`src/rtl/lsu_mem_initiator_if.sv`:
```
// Core-side request/response and memory-side bus for lsu_mem_initiator.
// The slave modport is the initiator's view. The master modport is the
// environment's view: it drives requests and answers memory reads.
interface lsu_mem_initiator_if;
  logic        req_valid;
  logic        req_ready;
  logic        req_we;
  logic [2:0]  req_funct3;
  logic [31:0] req_addr;
  logic [31:0] req_wdata;
  logic        resp_valid;
  logic [31:0] resp_rdata;
  logic        resp_err;
  logic        MemRead;
  logic        MemWrite;
  logic [31:0] mem_addr;
  logic [31:0] mem_wdata;
  logic [31:0] mem_rdata;

  modport slave (
    input  req_valid, req_we, req_funct3, req_addr, req_wdata, mem_rdata,
    output req_ready, resp_valid, resp_rdata, resp_err,
           MemRead, MemWrite, mem_addr, mem_wdata
  );

  modport master (
    output req_valid, req_we, req_funct3, req_addr, req_wdata, mem_rdata,
    input  req_ready, resp_valid, resp_rdata, resp_err,
           MemRead, MemWrite, mem_addr, mem_wdata
  );
endinterface

```
`src/rtl/lsu_mem_initiator.sv`:
```
// Load/store initiator between the core execute stage and a word-wide data
// memory. Byte and halfword stores use read-modify-write. Loads are sign- or
// zero-extended. Misaligned or illegal requests return an error and make no
// memory access.
// Optional feature: define LSU_BOUNDS_CHECK_EN to flag addresses above the
// memory as errors. Without it the word index wraps modulo DEPTH.
module lsu_mem_initiator #(
  parameter int DEPTH = 64,
  parameter int AW    = 6
) (
  input logic                clk,
  input logic                reset,
  lsu_mem_initiator_if.slave bus
);

  typedef enum logic [2:0] {IDLE, LD, ST, RMW_RD, RMW_WR, RESP} state_t;

  state_t      state_q;
  logic [1:0]  lane_q;
  logic [2:0]  funct3_q;
  logic [15:0] wdata_q;
  logic        ready_q;
  logic        respValid_q;
  logic        respErr_q;
  logic [31:0] respRdata_q;
  logic        memRead_q;
  logic        memWrite_q;
  logic [31:0] memAddr_q;
  logic [31:0] memWdata_q;

  logic        illegal;
  logic        misaligned;
  logic        outOfRange;
  logic        reqErr;

  // Select the addressed byte/half of a memory word and extend it to 32 bits.
  function automatic logic [31:0] extendLoad(input logic [31:0] word,
                                             input logic [1:0]  lane,
                                             input logic [2:0]  f3);
    logic [7:0]  b;
    logic [15:0] h;
    b = word[{lane, 3'b000} +: 8];
    h = lane[1] ? word[31:16] : word[15:0];
    case (f3)
      3'b000:  return {{24{b[7]}}, b};
      3'b100:  return {24'h0, b};
      3'b001:  return {{16{h[15]}}, h};
      3'b101:  return {16'h0, h};
      default: return word;
    endcase
  endfunction

  // Replace one byte or half of the old word with the store data.
  function automatic logic [31:0] mergeStore(input logic [31:0] old,
                                             input logic [15:0] wd,
                                             input logic [1:0]  lane,
                                             input logic        isHalf);
    logic [31:0] r;
    r = old;
    if (!isHalf)
      r[{lane, 3'b000} +: 8] = wd[7:0];
    else if (lane[1])
      r[31:16] = wd;
    else
      r[15:0] = wd;
    return r;
  endfunction

  // Classify the incoming request: unsupported funct3 encodings and
  // unsigned stores are illegal; H needs even, W needs word alignment.
  always_comb begin
    illegal    = 1'b0;
    misaligned = 1'b0;
    case (bus.req_funct3)
      3'b000: ;
      3'b001: misaligned = bus.req_addr[0];
      3'b010: misaligned = |bus.req_addr[1:0];
      3'b100: illegal = bus.req_we;
      3'b101: begin
        illegal    = bus.req_we;
        misaligned = bus.req_addr[0];
      end
      default: illegal = 1'b1;
    endcase
  end

`ifdef LSU_BOUNDS_CHECK_EN
  assign outOfRange = |bus.req_addr[31:AW+2];
`else
  assign outOfRange = 1'b0;
`endif

  assign reqErr = illegal | misaligned | outOfRange;

  // Main sequencer: every bus output is a register updated with the state,
  // so reset clears MemRead/MemWrite immediately and drops the request.
  always_ff @(posedge clk or negedge reset) begin
    if (!reset) begin
      state_q     <= IDLE;
      lane_q      <= 2'b00;
      funct3_q    <= 3'b000;
      wdata_q     <= 16'h0;
      ready_q     <= 1'b1;
      respValid_q <= 1'b0;
      respErr_q   <= 1'b0;
      respRdata_q <= 32'h0;
      memRead_q   <= 1'b0;
      memWrite_q  <= 1'b0;
      memAddr_q   <= 32'h0;
      memWdata_q  <= 32'h0;
    end else begin
      case (state_q)
        IDLE: begin
          if (bus.req_valid) begin
            lane_q    <= bus.req_addr[1:0];
            funct3_q  <= bus.req_funct3;
            wdata_q   <= bus.req_wdata[15:0];
            memAddr_q <= {{(32-AW){1'b0}}, bus.req_addr[AW+1:2]};
            ready_q   <= 1'b0;
            if (reqErr) begin
              state_q     <= RESP;
              respValid_q <= 1'b1;
              respErr_q   <= 1'b1;
              respRdata_q <= 32'h0;
            end else if (!bus.req_we) begin
              state_q   <= LD;
              memRead_q <= 1'b1;
            end else if (bus.req_funct3 == 3'b010) begin
              state_q    <= ST;
              memWrite_q <= 1'b1;
              memWdata_q <= bus.req_wdata;
            end else begin
              state_q   <= RMW_RD;
              memRead_q <= 1'b1;
            end
          end
        end
        LD: begin
          memRead_q   <= 1'b0;
          respRdata_q <= extendLoad(bus.mem_rdata, lane_q, funct3_q);
          respValid_q <= 1'b1;
          respErr_q   <= 1'b0;
          state_q     <= RESP;
        end
        ST: begin
          memWrite_q  <= 1'b0;
          respRdata_q <= 32'h0;
          respValid_q <= 1'b1;
          respErr_q   <= 1'b0;
          state_q     <= RESP;
        end
        RMW_RD: begin
          memRead_q  <= 1'b0;
          memWrite_q <= 1'b1;
          memWdata_q <= mergeStore(bus.mem_rdata, wdata_q, lane_q, funct3_q[0]);
          state_q    <= RMW_WR;
        end
        RMW_WR: begin
          memWrite_q  <= 1'b0;
          respRdata_q <= 32'h0;
          respValid_q <= 1'b1;
          respErr_q   <= 1'b0;
          state_q     <= RESP;
        end
        RESP: begin
          respValid_q <= 1'b0;
          respErr_q   <= 1'b0;
          ready_q     <= 1'b1;
          state_q     <= IDLE;
        end
        default: begin
          memRead_q   <= 1'b0;
          memWrite_q  <= 1'b0;
          respValid_q <= 1'b0;
          ready_q     <= 1'b1;
          state_q     <= IDLE;
        end
      endcase
    end
  end

  assign bus.req_ready  = ready_q;
  assign bus.resp_valid = respValid_q;
  assign bus.resp_err   = respErr_q;
  assign bus.resp_rdata = respRdata_q;
  assign bus.MemRead    = memRead_q;
  assign bus.MemWrite   = memWrite_q;
  assign bus.mem_addr   = memAddr_q;
  assign bus.mem_wdata  = memWdata_q;

endmodule

```
`src/flat_wrapper.sv`:
```
// flat-port wrapper written by rule: the top's interface ports become plain ports
module lsu_mem_initiator_flat 
#(
  parameter int DEPTH = 64,
  parameter int AW    = 6
)
  (clk, reset, bus_req_valid, bus_req_we, bus_req_funct3, bus_req_addr, bus_req_wdata, bus_mem_rdata, bus_req_ready, bus_resp_valid, bus_resp_rdata, bus_resp_err, bus_MemRead, bus_MemWrite, bus_mem_addr, bus_mem_wdata);
  lsu_mem_initiator_if bus_i ();
  input logic clk;
  input logic reset;
  input wire logic [$bits(bus_i.req_valid)-1:0] bus_req_valid;
  input wire logic [$bits(bus_i.req_we)-1:0] bus_req_we;
  input wire logic [$bits(bus_i.req_funct3)-1:0] bus_req_funct3;
  input wire logic [$bits(bus_i.req_addr)-1:0] bus_req_addr;
  input wire logic [$bits(bus_i.req_wdata)-1:0] bus_req_wdata;
  input wire logic [$bits(bus_i.mem_rdata)-1:0] bus_mem_rdata;
  output wire logic [$bits(bus_i.req_ready)-1:0] bus_req_ready;
  output wire logic [$bits(bus_i.resp_valid)-1:0] bus_resp_valid;
  output wire logic [$bits(bus_i.resp_rdata)-1:0] bus_resp_rdata;
  output wire logic [$bits(bus_i.resp_err)-1:0] bus_resp_err;
  output wire logic [$bits(bus_i.MemRead)-1:0] bus_MemRead;
  output wire logic [$bits(bus_i.MemWrite)-1:0] bus_MemWrite;
  output wire logic [$bits(bus_i.mem_addr)-1:0] bus_mem_addr;
  output wire logic [$bits(bus_i.mem_wdata)-1:0] bus_mem_wdata;
  assign bus_i.req_valid = bus_req_valid;
  assign bus_i.req_we = bus_req_we;
  assign bus_i.req_funct3 = bus_req_funct3;
  assign bus_i.req_addr = bus_req_addr;
  assign bus_i.req_wdata = bus_req_wdata;
  assign bus_i.mem_rdata = bus_mem_rdata;
  assign bus_req_ready = bus_i.req_ready;
  assign bus_resp_valid = bus_i.resp_valid;
  assign bus_resp_rdata = bus_i.resp_rdata;
  assign bus_resp_err = bus_i.resp_err;
  assign bus_MemRead = bus_i.MemRead;
  assign bus_MemWrite = bus_i.MemWrite;
  assign bus_mem_addr = bus_i.mem_addr;
  assign bus_mem_wdata = bus_i.mem_wdata;
  lsu_mem_initiator #(.DEPTH(DEPTH), .AW(AW)) u_core (.clk(clk), .reset(reset), .bus(bus_i));
endmodule
```
`config.mk`:
```
export PLATFORM = sky130hd
export DESIGN_NAME = lsu_mem_initiator_flat
export DESIGN_NICKNAME = d
export VERILOG_FILES = /design/src/rtl/lsu_mem_initiator_if.sv /design/src/rtl/lsu_mem_initiator.sv /design/src/flat_wrapper.sv
export SDC_FILE = /design/constraint.sdc
export NUM_CORES = 1
export LEC_CHECK = 0
export ABC_AREA = 1
export BUFFER_PORTS_ARGS = -buffer_cell sky130_fd_sc_hd__buf_2
export CAP_MARGIN = 20
export CELL_PAD_IN_SITES_DETAIL_PLACEMENT = 0
export CELL_PAD_IN_SITES_GLOBAL_PLACEMENT = 1
export CORE_MARGIN = 4
export CORE_UTILIZATION = 35
export DETAILED_ROUTE_END_ITERATION = 10
export PLACE_DENSITY_LB_ADDON = 0.1
export SKIP_LAST_GASP = 1
export SLEW_MARGIN = 15
export SYNTH_ARGS = -nofsm -noshare
export SYNTH_HDL_FRONTEND = slang
export SYNTH_SLANG_ARGS = --single-unit
```
`constraint.sdc`:
```
create_clock -name clk -period 2.15 [get_ports clk]
set_clock_uncertainty 0.15 [all_clocks]
set_input_delay 0.43 -clock clk [delete_from_list [all_inputs] [get_ports clk]]
set_output_delay 0.43 -clock clk [all_outputs]
set_load 0.01 [all_outputs]
```
Word-level counts from Yosys, hierarchy flattened

Index checks and enable logic that the tools add are counted.

Logic and storage cells: 100
RAM bits: 0
Memories: 0
Register bits: 99
Latch bits: 0
Memory bits (read-only): 0
Bits of input ports: 103

Shifts and indexed selects: 3
Reduce and logical (&&, ||, !) cells: 24
Bitwise operators: 5
Multipliers: 0
Add/sub/neg operators: 1
Equal/unequal tests: 18
Magnitude comparators: 0
Divide/modulo/power cells: 0
Multiplexer cells: 37

Operator list:

| kind                                                  | number |
|---|---|
| two-way mux 32 bit                                    | 7 |
| case mux 32 bit (4 select lines)                      | 1 |
| case mux 32 bit (3 select lines)                      | 1 |
| case mux 32 bit (2 select lines)                      | 1 |
| two-way mux 16 bit                                    | 3 |
| bitwise mux 32 bit                                    | 1 |
| variable shift 8 x 7 -> 32 bit (first input constant) | 1 |
| variable part select 32 x 6 -> 8 bit                  | 1 |
| variable part select 8 x 7 -> 32 bit                  | 1 |
| == test 3 bit (second input constant)                 | 6 |
| two-way mux 1 bit                                     | 12 |
| case mux 1 bit (2 select lines)                       | 5 |
| AND reduction 5 bit                                   | 2 |
| OR reduction 2 bit                                    | 5 |
| == test 3 x 1 -> 1 bit (second input constant)        | 3 |
| == test 3 x 2 -> 1 bit (second input constant)        | 3 |
| logical NOT 3 bit                                     | 3 |
| two-way mux 3 bit                                     | 3 |
| case mux 3 bit (3 select lines)                       | 1 |
| AND reduction 3 bit                                   | 3 |
| OR reduction 3 bit                                    | 3 |
| OR reduction 4 bit                                    | 2 |
| negation 5 -> 7 bit                                   | 1 |
| != test 2 bit (second input constant)                 | 3 |
| other kinds (9)                                       | 16 |

Depth between registers and ports, before layout

Depth after elaboration: 7
Mapped depth: 12
Mapped depth without buffers: 9

Worst setup path after synthesis

No wires, ideal clock.

Kind: reg2reg
Start point: register u_core.lane_q[1]
End point: register u_core.memWdata_q[29], in the netlist u_core.bus.mem_wdata[29]
Period minus slack after synthesis: 1938 ps
Cell stages (with the launch flop): 13
Path buffers: 3
Path slack: 212 ps
Setup time: 65 ps
Required time: 1935 ps
Data arrival time: 1723 ps
Cell sequence: dfrtp_1 -> buf_4 -> inv_2 -> ha_1 -> buf_2 -> inv_1 -> buf_2 -> nand3_1 -> o21ai_0 -> nand2_1 -> nand2_1 -> nand3_1 -> nand2_1

Cells in the longest elaborated chain, start to end: 5
Elaborated cells on any way between the ends: 7
Classes of those cells: 1 x add/sub; 2 x shift; 4 x mux

Ends and longest elaborated chain:

| element                                                                                | line                     | text |
|---|---|---|
| start, declared                                                                        | lsu_mem_initiator.sv:19  | `logic [1:0] lane_q;` |
| start signal, assigned                                                                 | lsu_mem_initiator.sv:115 | `lane_q <= bus.req_addr[1:0];` |
| negation 5 -> 7 bit                                                                    | lsu_mem_initiator.sv:61  | `r[{lane, 3'b000} +: 8] = wd[7:0];` |
| variable part select 8 x 7 -> 32 bit or variable shift 8 x 7 -> 32 bit (tied branches) | lsu_mem_initiator.sv:61  |  |
| bitwise mux 32 bit                                                                     | lsu_mem_initiator.sv:61  |  |
| two-way mux 32 bit (*)                                                                 | lsu_mem_initiator.sv:60  | `if (!isHalf)` |
| case mux 32 bit (2 select lines) (*)                                                   | lsu_mem_initiator.sv:112 | `case (state_q)` |
| end signal, assigned                                                                   | lsu_mem_initiator.sv:131 | `memWdata_q <= bus.req_wdata;` |
| end signal, assigned                                                                   | lsu_mem_initiator.sv:155 | `memWdata_q <= mergeStore(bus.mem_rdata, wdata_q, lane_q, funct3_q[0]);` |
| end, declared                                                                          | lsu_mem_initiator.sv:29  | `logic [31:0] memWdata_q;` |

Mark *: on every way between the ends. The rest lies on a longest branch, timed or not.
A chain may end at the register's enable or synchronous reset.

Final worst setup path

Start point: register u_core.lane_q[0]
End point: register u_core.memWdata_q[21], in the netlist u_core.bus.mem_wdata[21]

Cells in the longest elaborated chain, start to end: 5
Elaborated cells on any way between the ends: 6
Classes of those cells: 1 x add/sub; 2 x shift; 3 x mux

Ends and longest elaborated chain:

| element                                                                                | line |
|---|---|
| negation 5 -> 7 bit (*)                                                                | lsu_mem_initiator.sv:61 |
| variable part select 8 x 7 -> 32 bit or variable shift 8 x 7 -> 32 bit (tied branches) | lsu_mem_initiator.sv:61 |
| bitwise mux 32 bit (*)                                                                 | lsu_mem_initiator.sv:61 |
| two-way mux 32 bit (*)                                                                 | lsu_mem_initiator.sv:60 |
| case mux 32 bit (2 select lines) (*)                                                   | lsu_mem_initiator.sv:112 |

Marks and branches as above.

==> results.sh <==
export IMPL_critPathArrivalTime_ns=2.02
export IMPL_relSlewSlack_pct=63.38
export IMPL_antenna_found_initial=2
export IMPL_dieArea_um2=20270
export IMPL_cp_common_cell="nand2_1"
export IMPL_cts_tree="built"
export IMPL_tns_ns=0
export IMPL_p_leak_nw=4.306
export IMPL_crit_type="reg -> reg"
export IMPL_hold_path_class="in -> async"
export IMPL_clock_tree_root_cell="clkbuf_16"
export IMPL_clk_latency_ns=0.36
export IMPL_ys_seq_elements=99
export IMPL_critical_path_top_delay_family="simple AND/OR/NAND/NOR gates"
export IMPL_critPathCaptureType="register"
export IMPL_crit_path_max_incr_delay_ns=0.36
export IMPL_required_ns=2.30
export IMPL_cts_max_path_buffers=2
export IMPL_synth_avg_cell_area_um2=6.659
export IMPL_slew_viol_final=0
export IMPL_rsz0062_at_grt="false"
export IMPL_yosys_area_share_simple_pct=34.35
export IMPL_synth_compound_area_share_pct=13.50
export IMPL_wl_per_cell_um=16.03
export IMPL_grt_max_degree=100
export IMPL_worst_slack_ns=0.2804
export IMPL_worst_pin_slew_ns=0.5494
export IMPL_fp_coreArea_um2=17480
export IMPL_synth_cell_types=31
export IMPL_gr_usage_all_layers_pct=20.92
export IMPL_utilization_pct=43.76
export IMPL_path_clk_slew_ns=0.07
export IMPL_crit_fanout=8
export IMPL_drc=0
export IMPL_drive_gt1_share_pct=19.89
export IMPL_muxShareOfSynthArea_pct=1.247
export IMPL_rows=48
export IMPL_placed_cells=1305
export IMPL_holdBufCountCts=0
export IMPL_crit_buf_inv=1
export IMPL_period_needed_ns=1.870
export IMPL_start_kind="register"
export IMPL_ys_seq_area_share_pct=39.22
export IMPL_synthCells=949
export IMPL_max_vdd_ir_drop_mv=1.034
export IMPL_dieWidth_um=142.4
export IMPL_ioPinCount=204
export IMPL_finalNonFillerCells=1322
export IMPL_synth_xor_xnor_area_share_pct=0
export IMPL_routed_wl_mm=21.19
export IMPL_h_tree_depth=3
export IMPL_whs_ns=-0.01558
export IMPL_critPathSlowestCell="dfrtp_1"
export IMPL_syn_to_final_growth_pct=21.01
export IMPL_pre_cts_ws_ns=0.1909
export IMPL_numCtsBuffers=9
export IMPL_finalHoldViolations=19
export IMPL_drv_cap=0
export IMPL_violations="negative hold slack"
export IMPL_hpwl_mm=15.55
export IMPL_firstDrtPassIters=5
export IMPL_vias_per_cell=4.846
export IMPL_layout_nets=1199
export IMPL_yosys_warnings=0
export IMPL_powerDensity_nw_per_um2=1409
export IMPL_start_util_pct=36.16
export IMPL_post_cts_resized=0
export IMPL_fmax_mhz=534.9
export IMPL_routed_via_count=6407
export IMPL_grt_pass1_vias=6085
export IMPL_syn_cell_area_um2=6320
export IMPL_crit_chain="inv_2, ha_1, nand3_1, o21ai_0, nand2_1, nand2_1, nand3_1, nand2_1"
export IMPL_portBuffers=153
export IMPL_cts_setup_buffers=0
export IMPL_ant_nets=0
export IMPL_gp_congestion=0.8730
export IMPL_grt_ovfl_total=0
export IMPL_synth_top_family_by_area="simple AND/OR/NAND/NOR gates"
export IMPL_grt_pass1_wl_mm=33.58
export IMPL_drt_iter0_drc=426
export IMPL_synth_fa_ha_area_share_pct=0.9899
export IMPL_period_share_pct=86.96
export IMPL_outcome="complete, but fails checks"
export IMPL_setup_violations=0
export IMPL_die_height_um=142.4
export IMPL_clock_sinks=99
[logic make-up after synthesis]
| group | count (synthesis) |
|---|---|
| AND/OR/NAND/NOR | 538 |
| AO/OA/AOI/OAI | 165 |
| flip-flops | 99 |
| buffers and inverters | 134 |
| adder cells (fa/ha/maj) | 5 |
| other | 1 |
| multiplexers | 7 |
[worst reg2reg max path: cells and delay by family (launching register included)]
family	cells	cell delay [ns]
AND/OR/NAND/NOR	5	0.62
flip-flops	1	0.36
adder cells (fa/ha/maj)	1	0.36
AO/OA/AOI/OAI	1	0.26
buffers and inverters	1	0.06
[synthesized netlist by cell type (all sizes together)]
library cell | count | area [um2]
a21boi | 2 | 15.01
a211oi | 1 | 7.510
dfstp | 1 | 26.28
clkinv | 1 | 3.750
buf | 58 | 386.6
clkbuf | 17 | 63.81
or2 | 1 | 6.260
conb | 1 | 3.750
inv | 58 | 217.7
o21ai | 82 | 410.4
nand4 | 9 | 56.30
nand3b | 2 | 15.01
and2 | 2 | 12.51
ha | 5 | 62.56
nand2 | 328 | 1236
o211ai | 7 | 52.55
a21oi | 72 | 360.4
o31ai | 1 | 7.510
nand3 | 60 | 322.8
nor2 | 133 | 506.7
dfrtp | 98 | 2452
mux2 | 7 | 78.83
nor3 | 3 | 15.01
[area by class of cell]
class	instances	area, um2
fill	1975	9829
multi-input combinational	741	3263
sequential	99	2479
timing repair buffer	181	1066
tap	225	281.5
clock buffer	10	239.0
inverter	59	221.5
clock inverter	6	95.09
antenna	1	2.502
[flip-flops by register name (all words and copies together) (netlist names)]
signal,cells
u_core.lane_q,2
u_core.funct3_q,3
u_core.state_q,3
u_core.bus.MemWrite,1
u_core.wdata_q,16
u_core.bus.resp_rdata,32
u_core.bus.resp_valid,1
u_core.bus.MemRead,1
u_core.bus.req_ready,1
u_core.bus.mem_addr,6
u_core.bus.resp_err,1
u_core.bus.mem_wdata,32
[power by group]
group | switching (mW) | leakage, nW | total, mW | internal (mW)
clock | 0.761 | 0.164 | 1.83 | 1.06
combinational | 3.64 | 2.93 | 5.67 | 2.03
sequential | 0.575 | 1.21 | 3.28 | 2.71
total | 4.98 | 4.31 | 10.8 | 5.80
[metrics by stage]
step / total power, mW / instance area, um2
final: 10.78 / 7647
after global routing: 11.82 / 7645
after CTS: 10.93 / 7645
after detailed placement: 9.063 / 7311
after global placement: 9.003 / 7311
after floorplan: 6.986 / 6414
[path summary, 6_finish.rpt]
check,startpoint,end,slack (ns),depth (start not counted)
min,reset,u_core.bus.resp_rdata[21],-0.02,2
max,u_core.lane_q[0],u_core.bus.mem_wdata[21],0.28,8
min reg2reg,u_core.bus.mem_wdata[25],u_core.bus.mem_wdata[25],0.32,2
max reg2reg,u_core.lane_q[0],u_core.bus.mem_wdata[21],0.28,8
max in group asynchronous,reset,u_core.wdata_q[5],1.45,2
min in group clk,bus_req_addr[4],u_core.bus.mem_addr[2],0.15,2
[metal layers]
layer	wire length, um	GRT usage (%)	vias to the layer above
met1	9911	29.62	2969
li1	-	-	3256
met3	1230	3.528	18
met2	9796	33.79	160
met5	21	0	-
met4	231	4.552	4
[layout by cell type, fill, tap and decap left out, types with 5 or more instances in the layout]
cell type	n
nand2_1	326
buf_2	152
nor2_1	130
dfrtp_1	98
o21ai_0	82
a21oi_1	72
nand3_1	57
inv_1	53
conb_1	26
buf_4	22
nand4_1	9
clkbuf_16	9
mux2_2	7
o211ai_1	7
buf_12	7
inv_2	5
ha_1	5
Power figures use the tool's default switching activity.
